===== config.mk =====
export PLATFORM = sky130hd
export DESIGN_NAME = mux_nxw_rr_reg
export DESIGN_NICKNAME = d
export VERILOG_FILES = /design/src/rtl/mux_nxw_rr_reg_pkg.sv /design/src/rtl/mux_nxw_rr_reg_rr_arb_n.sv /design/src/rtl/mux_nxw_rr_reg.sv
export SDC_FILE = /design/constraint.sdc
export NUM_CORES = 1
export LEC_CHECK = 0
export CAP_MARGIN = 25
export CORE_AREA = 2 2 55 57
export CTS_BUF_LIST = sky130_fd_sc_hd__clkbuf_8
export CTS_CLUSTER_DIAMETER = 50
export DETAILED_ROUTE_END_ITERATION = 12
export DIE_AREA = 0 0 57 59
export GPL_TIMING_DRIVEN = 0
export PLACE_DENSITY = 0.86
export RECOVER_POWER = 100
export SYNTH_ARGS = -nofsm -noshare
export SYNTH_HDL_FRONTEND = slang
export SYNTH_HIERARCHICAL = 1
export SYNTH_SLANG_ARGS = --single-unit

===== constraint.sdc =====
create_clock -name clk -period 3.73 [get_ports clk]
set_input_delay 0.746 -clock clk [delete_from_list [all_inputs] [get_ports clk]]
set_output_delay 0.746 -clock clk [all_outputs]
set_load 0.05 [all_outputs]

===== src/rtl/mux_nxw_rr_reg_pkg.sv =====
// Shared constants and helpers for the N-input channel selector and its round-robin arbiter.
package mux_nxw_rr_reg_pkg;

    localparam logic MODE_FIXED = 1'b0;
    localparam logic MODE_RR    = 1'b1;

    // Width of a channel index: ceil(log2(n)), never below one bit.
    function automatic int sel_w(input int n);
        int w;
        w = 0;
        while ((1 << w) < n) begin
            w++;
        end
        return (w < 1) ? 1 : w;
    endfunction

endpackage


===== src/rtl/mux_nxw_rr_reg_rr_arb_n.sv =====
// Round-robin pick: rotate the valids so rr_ptr sits at bit 0, take the lowest set bit,
// then rotate the winner back to its real channel index.
module rr_arb_n
    import mux_nxw_rr_reg_pkg::*;
#(
    parameter int N = 4,
    localparam int SELW = sel_w(N)
) (
    input  logic [N-1:0]    in_valid,
    input  logic [SELW-1:0] rr_ptr,
    output logic [N-1:0]    grant,
    output logic [SELW-1:0] grant_idx
);

    logic [N-1:0]    w_rot;
    logic [SELW-1:0] w_pick;
    logic            w_found;

    always_comb begin
        w_rot = '0;
        for (int k = 0; k < N; k++) begin
            w_rot[k] = in_valid[SELW'((k + int'(rr_ptr)) % N)];
        end
    end

    always_comb begin
        w_pick  = '0;
        w_found = 1'b0;
        for (int k = 0; k < N; k++) begin
            if (!w_found && w_rot[k]) begin
                w_found = 1'b1;
                w_pick  = SELW'(k);
            end
        end
    end

    always_comb begin
        grant     = '0;
        grant_idx = SELW'((int'(w_pick) + int'(rr_ptr)) % N);
        if (w_found) begin
            grant[grant_idx] = 1'b1;
        end
    end

endmodule


===== src/rtl/mux_nxw_rr_reg.sv =====
// N-channel, WIDTH-bit selector with fixed or round-robin grant and a one-entry
// valid/ready output register that sustains one beat per cycle.
module mux_nxw_rr_reg
    import mux_nxw_rr_reg_pkg::*;
#(
    parameter int N     = 4,
    parameter int WIDTH = 8,
    localparam int SELW = sel_w(N)
) (
    input  logic               clk,
    input  logic               rst_n,
    input  logic               mode,
    input  logic [SELW-1:0]    sel,
    input  logic [N*WIDTH-1:0] in_data,
    input  logic [N-1:0]       in_valid,
    output logic [N-1:0]       in_ready,
    output logic [WIDTH-1:0]   out_data,
    output logic [SELW-1:0]    out_chan,
    output logic               out_valid,
    input  logic               out_ready,
    output logic [SELW-1:0]    dbg_rr_ptr
);

    // Handshake: a beat moves on channel i when in_valid[i] & in_ready[i] at a rising
    // edge; the output beat is consumed when out_valid & out_ready. Neither side may make
    // valid depend on ready; in_ready[i] is high only for the granted channel.

    logic [WIDTH-1:0] r_data;
    logic [SELW-1:0]  r_chan;
    logic             r_valid;
    logic [SELW-1:0]  r_rr_ptr;

    logic [N-1:0]     w_rr_grant;
    logic [SELW-1:0]  w_rr_idx;
    logic [N-1:0]     w_fix_grant;
    logic [N-1:0]     w_grant;
    logic             w_load_ok;
    logic             w_xfer;
    logic [WIDTH-1:0] w_data;
    logic [SELW-1:0]  w_chan;

    rr_arb_n #(.N(N)) u_arb (
        .in_valid  (in_valid),
        .rr_ptr    (r_rr_ptr),
        .grant     (w_rr_grant),
        .grant_idx (w_rr_idx)
    );

    // A sel outside 0..N-1 matches no channel, so it grants nothing.
    always_comb begin
        w_fix_grant = '0;
        for (int i = 0; i < N; i++) begin
            w_fix_grant[i] = (sel == SELW'(i)) && in_valid[i];
        end
    end

    assign w_grant   = (mode == MODE_RR) ? w_rr_grant : w_fix_grant;
    assign w_load_ok = !r_valid || out_ready;
    assign in_ready  = {N{rst_n && w_load_ok}} & w_grant;
    assign w_xfer    = |(in_ready & in_valid);

    always_comb begin
        w_data = '0;
        w_chan = '0;
        for (int i = 0; i < N; i++) begin
            w_data = w_data | ({WIDTH{w_grant[i]}} & in_data[i*WIDTH +: WIDTH]);
            if (w_grant[i]) begin
                w_chan = w_chan | SELW'(i);
            end
        end
    end

    always_ff @(posedge clk) begin
        if (!rst_n) begin
            r_valid <= 1'b0;
            r_data  <= '0;
            r_chan  <= '0;
        end else if (w_xfer) begin
            r_valid <= 1'b1;
            r_data  <= w_data;
            r_chan  <= w_chan;
        end else if (out_ready) begin
            r_valid <= 1'b0;
        end
    end

    // Pointer moves past the winner only on round-robin transfers.
    always_ff @(posedge clk) begin
        if (!rst_n) begin
            r_rr_ptr <= '0;
        end else if (w_xfer && (mode == MODE_RR)) begin
            r_rr_ptr <= (w_rr_idx == SELW'(N - 1)) ? '0 : w_rr_idx + SELW'(1);
        end
    end

    assign out_data   = r_data;
    assign out_chan   = r_chan;
    assign out_valid  = r_valid;
    assign dbg_rr_ptr = r_rr_ptr;

endmodule


== After elaboration in Yosys (flattened, before gate mapping) ==
Cells that the tools add are included.

* $add $sub $neg: 5
* Magnitude comparators: 6
* Equality and inequality tests: 4
* Muxes and demuxes: 29
* Bitwise gates (word level): 9
* Reductions and logical operators: 18

{| class="wikitable"
|+ Operators by type and width
! kind !! number
|-
| $and A8 B8 Y8 || 4
|-
| $or A8 B8 Y8 || 3
|-
| $mux W1 || 17
|-
| $lt A2 B4 Y1 const B || 4
|-
| $logic_and A1 B1 Y1 || 10
|-
| $mux W2 || 5
|-
| $and A4 B4 Y4 || 2
|-
| $bmux W1 S2 || 4
|-
| $mux W4 || 2
|-
| $eq A2 B2 Y1 const B || 3
|-
| $add A2 B2 Y2 const A || 2
|-
| $logic_not A1 Y1 || 4
|-
| $reduce_or A4 Y1 || 1
|-
| $lt A2 B3 Y1 const B || 1
|-
| $add A1 B2 Y2 const A || 1
|-
| $add A2 B1 Y2 const B || 1
|-
| $add A2 B2 Y2 || 1
|-
| $demux W1 S2 || 1
|-
| $eq A2 B1 Y1 const B || 1
|-
| $ge A2 B1 Y1 const B || 1
|-
| $logic_not A2 Y1 || 1
|-
| $reduce_bool A2 Y1 || 1
|-
| $logic_or A1 B1 Y1 || 1
|}

* Bits in registers: 13
* Bits of input ports: 42
* Output and inout port bits: 17
* Word-level logic and storage cells: 75

== Logic depth before layout (Yosys ltp) ==
* Depth after elaboration: 24
* Depth in mapped cells: 14
* Depth with buffers taken out: 12

== By module ==
Netlist, hierarchy kept.

{| class="wikitable"
|+ Modules (own cells, without submodules)
! module !! times used !! cells each !! area each (um2) !! seq. area each (um2)
|-
| mux_nxw_rr_reg || 1 || 92 || 803.3 || 260.2
|-
| rr_arb_n || 1 || 39 || 271.5 || 0.0
|}

== Worst setup path after synthesis ==
OpenSTA, ideal clock, no wires.

* Kind: input to output
* Start point: input port in_valid[2]
* End point: output port in_ready[2]
* Arrival time: 2902 ps
* Required time: 2984 ps
* Slack: 82 ps
* Stages on the path: 12
* Path buffers: 2
* Cell sequence: buf_2 -> nor2_1 -> nor3_1 -> a21oi_1 -> o211ai_1 -> ha_1 -> xnor2_1 -> nand2_1 -> mux2i_1 -> a32o_1 -> clkbuf_1 -> and2_1

* Cells in the longest elaborated chain, start to end: 21
* Elaborated cells between the ends (all ways): 35
* Those cells by class: 1 x add/sub; 2 x order compare; 23 x mux; 1 x bitwise; 8 x reduce/logical

{| class="wikitable"
|+ Ends and longest elaborated chain
! item !! RTL line !! text
|-
| start: declaration || mux_nxw_rr_reg.sv:15 || <nowiki>input logic [N-1:0] in_valid,</nowiki>
|-
| $bmux W1 S2 || mux_nxw_rr_reg_rr_arb_n.sv:22 || <nowiki>w_rot[k] = in_valid[SELW'((k + int'(rr_ptr)) % N)];</nowiki>
|-
| $mux W1 (not written as such) (2 in series) || mux_nxw_rr_reg_rr_arb_n.sv:22 ||
|-
| $mux W1 || mux_nxw_rr_reg_rr_arb_n.sv:30 || <nowiki>if (!w_found && w_rot[k]) begin</nowiki>
|-
| $logic_not A1 Y1 || mux_nxw_rr_reg_rr_arb_n.sv:30 ||
|-
| $logic_and A1 B1 Y1 || mux_nxw_rr_reg_rr_arb_n.sv:30 ||
|-
| $mux W1 || mux_nxw_rr_reg_rr_arb_n.sv:30 ||
|-
| $logic_not A1 Y1 || mux_nxw_rr_reg_rr_arb_n.sv:30 ||
|-
| $logic_and A1 B1 Y1 || mux_nxw_rr_reg_rr_arb_n.sv:30 ||
|-
| [5 not listed] || n/a ||
|-
| $lt A2 B3 Y1 (not written as such) / $ge A2 B1 Y1 (equally long branches) || mux_nxw_rr_reg_rr_arb_n.sv:41 || <nowiki>grant[grant_idx] = 1'b1;</nowiki>
|-
| $logic_and A1 B1 Y1 (not written as such) || mux_nxw_rr_reg_rr_arb_n.sv:41 ||
|-
| $mux W1 (not written as such) || mux_nxw_rr_reg_rr_arb_n.sv:41 ||
|-
| $demux W1 S2 || n/a ||
|-
| $mux W4 * || mux_nxw_rr_reg_rr_arb_n.sv:40 || <nowiki>if (w_found) begin</nowiki>
|-
| via w_rr_grant[2] || mux_nxw_rr_reg.sv:33 || <nowiki>logic [N-1:0] w_rr_grant;</nowiki>
|-
| $mux W4 * || mux_nxw_rr_reg.sv:57 || <nowiki>assign w_grant = (mode == MODE_RR) ? w_rr_grant : w_fix_grant;</nowiki>
|-
| $and A4 B4 Y4 * || mux_nxw_rr_reg.sv:59 || <nowiki>assign in_ready = {N{rst_n && w_load_ok}} & w_grant;</nowiki>
|-
| end: declaration || mux_nxw_rr_reg.sv:16 || <nowiki>output logic [N-1:0] in_ready,</nowiki>
|}

Mark *: on every way through the listed nets, which the timed path passes. The rest lies on a longest branch. The select of a mux whose other input is x is not followed.

== Final worst setup path ==
* Start point: input port in_valid[3]
* End point: output port in_ready[1]

* Cells in the longest elaborated chain, start to end: 21
* Elaborated cells between the ends (all ways): 34
* Those cells by class: 1 x add/sub; 2 x order compare; 23 x mux; 1 x bitwise; 7 x reduce/logical

{| class="wikitable"
|+ Ends and longest elaborated chain
! item !! RTL line !! text
|-
| $bmux W1 S2 || mux_nxw_rr_reg_rr_arb_n.sv:22 ||
|-
| $mux W1 (not written as such) (2 in series) || mux_nxw_rr_reg_rr_arb_n.sv:22 ||
|-
| $mux W1 || mux_nxw_rr_reg_rr_arb_n.sv:30 ||
|-
| $logic_not A1 Y1 || mux_nxw_rr_reg_rr_arb_n.sv:30 ||
|-
| $logic_and A1 B1 Y1 || mux_nxw_rr_reg_rr_arb_n.sv:30 ||
|-
| $mux W1 || mux_nxw_rr_reg_rr_arb_n.sv:30 ||
|-
| $logic_not A1 Y1 || mux_nxw_rr_reg_rr_arb_n.sv:30 ||
|-
| $logic_and A1 B1 Y1 || mux_nxw_rr_reg_rr_arb_n.sv:30 ||
|-
| [5 not listed] || n/a ||
|-
| via w_rr_idx[0] || mux_nxw_rr_reg.sv:34 || <nowiki>logic [SELW-1:0] w_rr_idx;</nowiki>
|-
| $lt A2 B3 Y1 (not written as such) / $ge A2 B1 Y1 (equally long branches) || mux_nxw_rr_reg_rr_arb_n.sv:41 ||
|-
| $logic_and A1 B1 Y1 (not written as such) || mux_nxw_rr_reg_rr_arb_n.sv:41 ||
|-
| $mux W1 (not written as such) || mux_nxw_rr_reg_rr_arb_n.sv:41 ||
|-
| $demux W1 S2 * || n/a ||
|-
| $mux W4 * || mux_nxw_rr_reg_rr_arb_n.sv:40 ||
|-
| via w_rr_grant[1] || mux_nxw_rr_reg.sv:33 ||
|-
| $mux W4 * || mux_nxw_rr_reg.sv:57 ||
|-
| $and A4 B4 Y4 * || mux_nxw_rr_reg.sv:59 ||
|}

Marked as above.

==> metrics.md <==
| Metric | Value |
|---|---|
| Max stage delay cell, worst path | `ha_2` |
| Most used cell, CP | `buf_6` |
| Core Util, Final | `69.48%` |
| Post-synthesis mux area share | `7.451%` |
| Max_slew headroom | `63.26%` |
| Hold Buf Count CTS | `0` |
| Fin area | `1883 sq um` |
| Worst slack, placed | `-1.320 ns` |
| DRC Markers | `0` |
| Clk Tree Root Cell | `clkbuf_8` |
| Minimum clock period | `3.639 ns` |
| Initial antenna violation count | `0` |
| Critical path class | `input port to output port` |
| Crit. End Element | `output port` |
| Flop2flop setup slack | `0.63 ns` |
| Nets@finish | `248` |
| Register Area | `260.3 sq um` |
| Crit path DAT | `2.89 ns` |
| HPWL after DPL | `2.644 mm` |
| I/O Pins | `59` |
| H-tree depth | `1` |
| Sequential fraction of the synthesis area | `24.21%` |
| All-Layer GR Usage | `21.28%` |
| Clock Path Buffers | `2` |
| Synth cell types | `34` |
| Cell leakage power | `0.7644 nW` |
| XOR/XNOR share of the synthesized area | `2.445%` |
| Number of buffers created by CTS | `3` |
| Met2 Usage GRT | `40.23%` |
| Rows | `19` |
| CP max stage delay | `0.38 ns` |
| Main combinational cell family by area after synthesis | `compound AO/OA/AOI/OAI gates` |
| Vias per cell | `5.880` |
| RePlAce Congestion | `0.7765` |
| Die area | `3363 sq um` |
| CP Data Required Time | `2.98 ns` |
| Vias in the first global route | `1,301` |
| Maximum fanout along the worst path | `9` |
| Fmax | `274.8 MHz` |
| PortBufs | `57` |
| Setup Viol. Count Final | `0` |
| First-pass iteration count of the detailed router | `4` |
| Post-Synth Adder-Cell Area | `2.328%` |
| Area of the multi-input gates | `785.8 sq um` |
| N_diodes | `0` |
| Fin crit share | `97.57%` |
| Worst Hold Class | `flip-flop to flip-flop` |
| Core area | `2710 sq um` |
| Number of synthesized register bits | `13` |
| WL/cell | `15.73 um` |
| Avg Cell Area, Syn | `8.204 sq um` |
| Via count | `1,376` |
| Max-Cap Viols | `0` |
| Status | `completed` |
| Iteration-0 DRC Markers | `56` |
| Clock skew | `0.002014 ns` |
| Clock sink count | `13` |
| Gr busiest metal | `met2` |
| Setup TNS | `0 ns` |
| Final hold vios | `0` |
| Overall power | `0.0006585 W` |
| Warnings from Yosys | `6` |
| Synth Area in Compound Gates | `40.51%` |
| Peak supply drop | `0.2611 mV` |
| First-pass GRT wire length | `5.637 mm` |
| Post-Synth Simple-Gate Area | `14.90%` |
| TritonCTS clock tree | `done` |
| Global Route met3 Usage | `8.515%` |
| WL final | `3.680 mm` |
| Dpl cell area | `1684 sq um` |
| Worst-margin pin slew | `0.5511 ns` |
| Fillers | `220` |
| Remaining global-route overflow | `0` |
| Top delay family on crit path | `compound AO/OA/AOI/OAI gates` |
| Worst setup SP type | `input port` |
| Syn-to-layout area delta | `75.20%` |
| CTS clk-pin slew, worst paths | `0.05 ns` |
| Largest net degree at the start of global routing | `11` |
| Post-synthesis cell area | `1075 sq um` |
| Die width | `57 um` |
| Die H | `59 um` |
| Post-route ant nets | `0` |
| Initial Utilization | `39.66%` |
| Net Count, Synth | `175` |
| Layout cells sized above 1 | `21.67%` |
| Synth Instances | `131` |
| Fin. max-slew vios | `0` |
| CP Buf/Inv Count | `3` |
| Clock insertion delay at the later pin of the skew report | `0.24 ns` |
| PD cells | `349.7 nW/um^2` |
| Setup ws final | `0.09079 ns` |
| CP cell instances | `clkbuf_2, nor2_4, nor4_1, a21oi_1, o211ai_1, ha_2, a21boi_2, nand2_1, mux2i_1, a32o_1, buf_6, and2_1, buf_6` |
| Met1 GRT Util | `21.88%` |
layout by cell type, fill, tap and decap left out, types with 3 or more instances in the layout:
cell / netlist / routed
and2_1: 4 / 4
buf_4: 0 / 12
buf_6: 2 / 9
dlygate4sd3_1: 0 / 13
clkbuf_8: 0 / 3
clkdlybuf4s50_1: 0 / 36
dfxtp_1: 13 / 13
clkbuf_1: 4 / 3
a22oi_1: 17 / 17
nand2_1: 8 / 8
buf_2: 6 / 4
nand2b_1: 5 / 5
nor2_1: 7 / 5
a21oi_1: 4 / 3
inv_1: 4 / 5
a31oi_1: 11 / 11
mux2i_1: 8 / 7
a32o_2: 0 / 3
a311oi_1: 8 / 8
per-stage QoR:
stage,hold slack [ns],instances
2_1_floorplan,0.7041,131
6_report,0.5208,234
4_1_cts,0.5307,227
5_1_grt,0.5545,234
3_5_place_dp,0.5235,219
3_3_place_gp,0.4972,219
kinds of logic (layout without fill, tap and decap cells):
logic type      count (synthesis)  after routing
fa+ha+maj                       2              2
buf+inv                        17             89
mux                             8              8
xor+xnor                        3              3
simple gates                   32             32
compound gates                 56             56
flops                          13             13
sequential cells by signal, indices dropped and copies added (netlist names):
register / count
dbg_rr_ptr: 2
out_chan: 2
out_data: 8
out_valid: 1
where the power goes:
group	leakage, nW	internal [W]	switching [W]
Clock	0.0269	0.0000725	0.0000477
Combinational	0.631	0.000170	0.000202
Sequential	0.107	0.000156	0.00000976
path summary, 6_finish.rpt:
kind,start,to,cells after the start
worst min register to register,dbg_rr_ptr[0],dbg_rr_ptr[0],2
worst min-delay path,dbg_rr_ptr[0],dbg_rr_ptr[0],2
worst max-delay path,in_valid[3],in_ready[1],13
worst max register to register,dbg_rr_ptr[1],out_chan[0],13
layer usage:
metal	wire length (um)	share of wire [%]	vias to the layer above
li1	-	-	660
met1	1358	37	653
met2	1936	53	57
met3	347	9.4	6
met4	38	1.0	0
met5	0	0	-
tightest hold or removal path, delay by kind of cell, from the launching register on:
kind / cells / cell delay [ns]
compound gates: 1 / 0.05
simple gates: 1 / 0.07
flops: 1 / 0.35
repair_timing:
action | in CTS | in global routing
pin swaps | 4 | 9
endpoints found under the setup margin | 4 | 4
gates cloned | 0 | 0
buffers inserted | 5 | 7
resized for setup | 54 | 14
area by class of cell:
cell class                 instances  share of cell area (%)
inverter                           4                  0.7973
clock inverter                     1                  0.1993
multi-input combinational        101                   41.73
clock buffer                       3                   2.193
sequential                        13                   13.82
timing repair buffer              69                   34.22
buffer                            12                   4.983
tap                               31                   2.060
synth_stat cells:
| cell type | number | area, sq um |
|---|---|---|
| o22ai_1 | 1 | 6.260 |
| and3_1 | 1 | 6.260 |
| nor3_1 | 2 | 10.01 |
| xnor2_1 | 2 | 17.52 |
| mux2i_1 | 8 | 80.08 |
| buf_6 | 2 | 22.52 |
| nor2b_1 | 1 | 6.260 |
| nor4_1 | 1 | 6.260 |
| a22o_1 | 2 | 17.52 |
| a22oi_1 | 17 | 127.6 |
| nand2b_1 | 5 | 31.28 |
| nand2_1 | 8 | 30.03 |
| a21oi_1 | 4 | 20.02 |
| ha_1 | 2 | 25.02 |
| a32o_1 | 4 | 40.04 |
| inv_1 | 4 | 15.01 |
| a31oi_1 | 11 | 68.82 |
| o22a_1 | 2 | 17.52 |
| nor2_1 | 7 | 26.28 |
| o22ai_4 | 1 | 20.02 |
| and2_1 | 4 | 25.02 |
| a21boi_0 | 1 | 7.510 |
| a211oi_1 | 2 | 15.01 |
| a311oi_1 | 8 | 70.07 |
| clkbuf_1 | 4 | 15.01 |
| o2111ai_1 | 1 | 8.760 |
| clkbuf_2 | 1 | 5.000 |
| dfxtp_1 | 13 | 260.3 |
| o211ai_1 | 1 | 7.510 |
| buf_2 | 6 | 30.03 |
| a211o_1 | 1 | 8.760 |
| or3_1 | 2 | 12.51 |
| xor2_1 | 1 | 8.760 |
| and2_0 | 1 | 6.260 |
(Power assumes the default switching activity.)
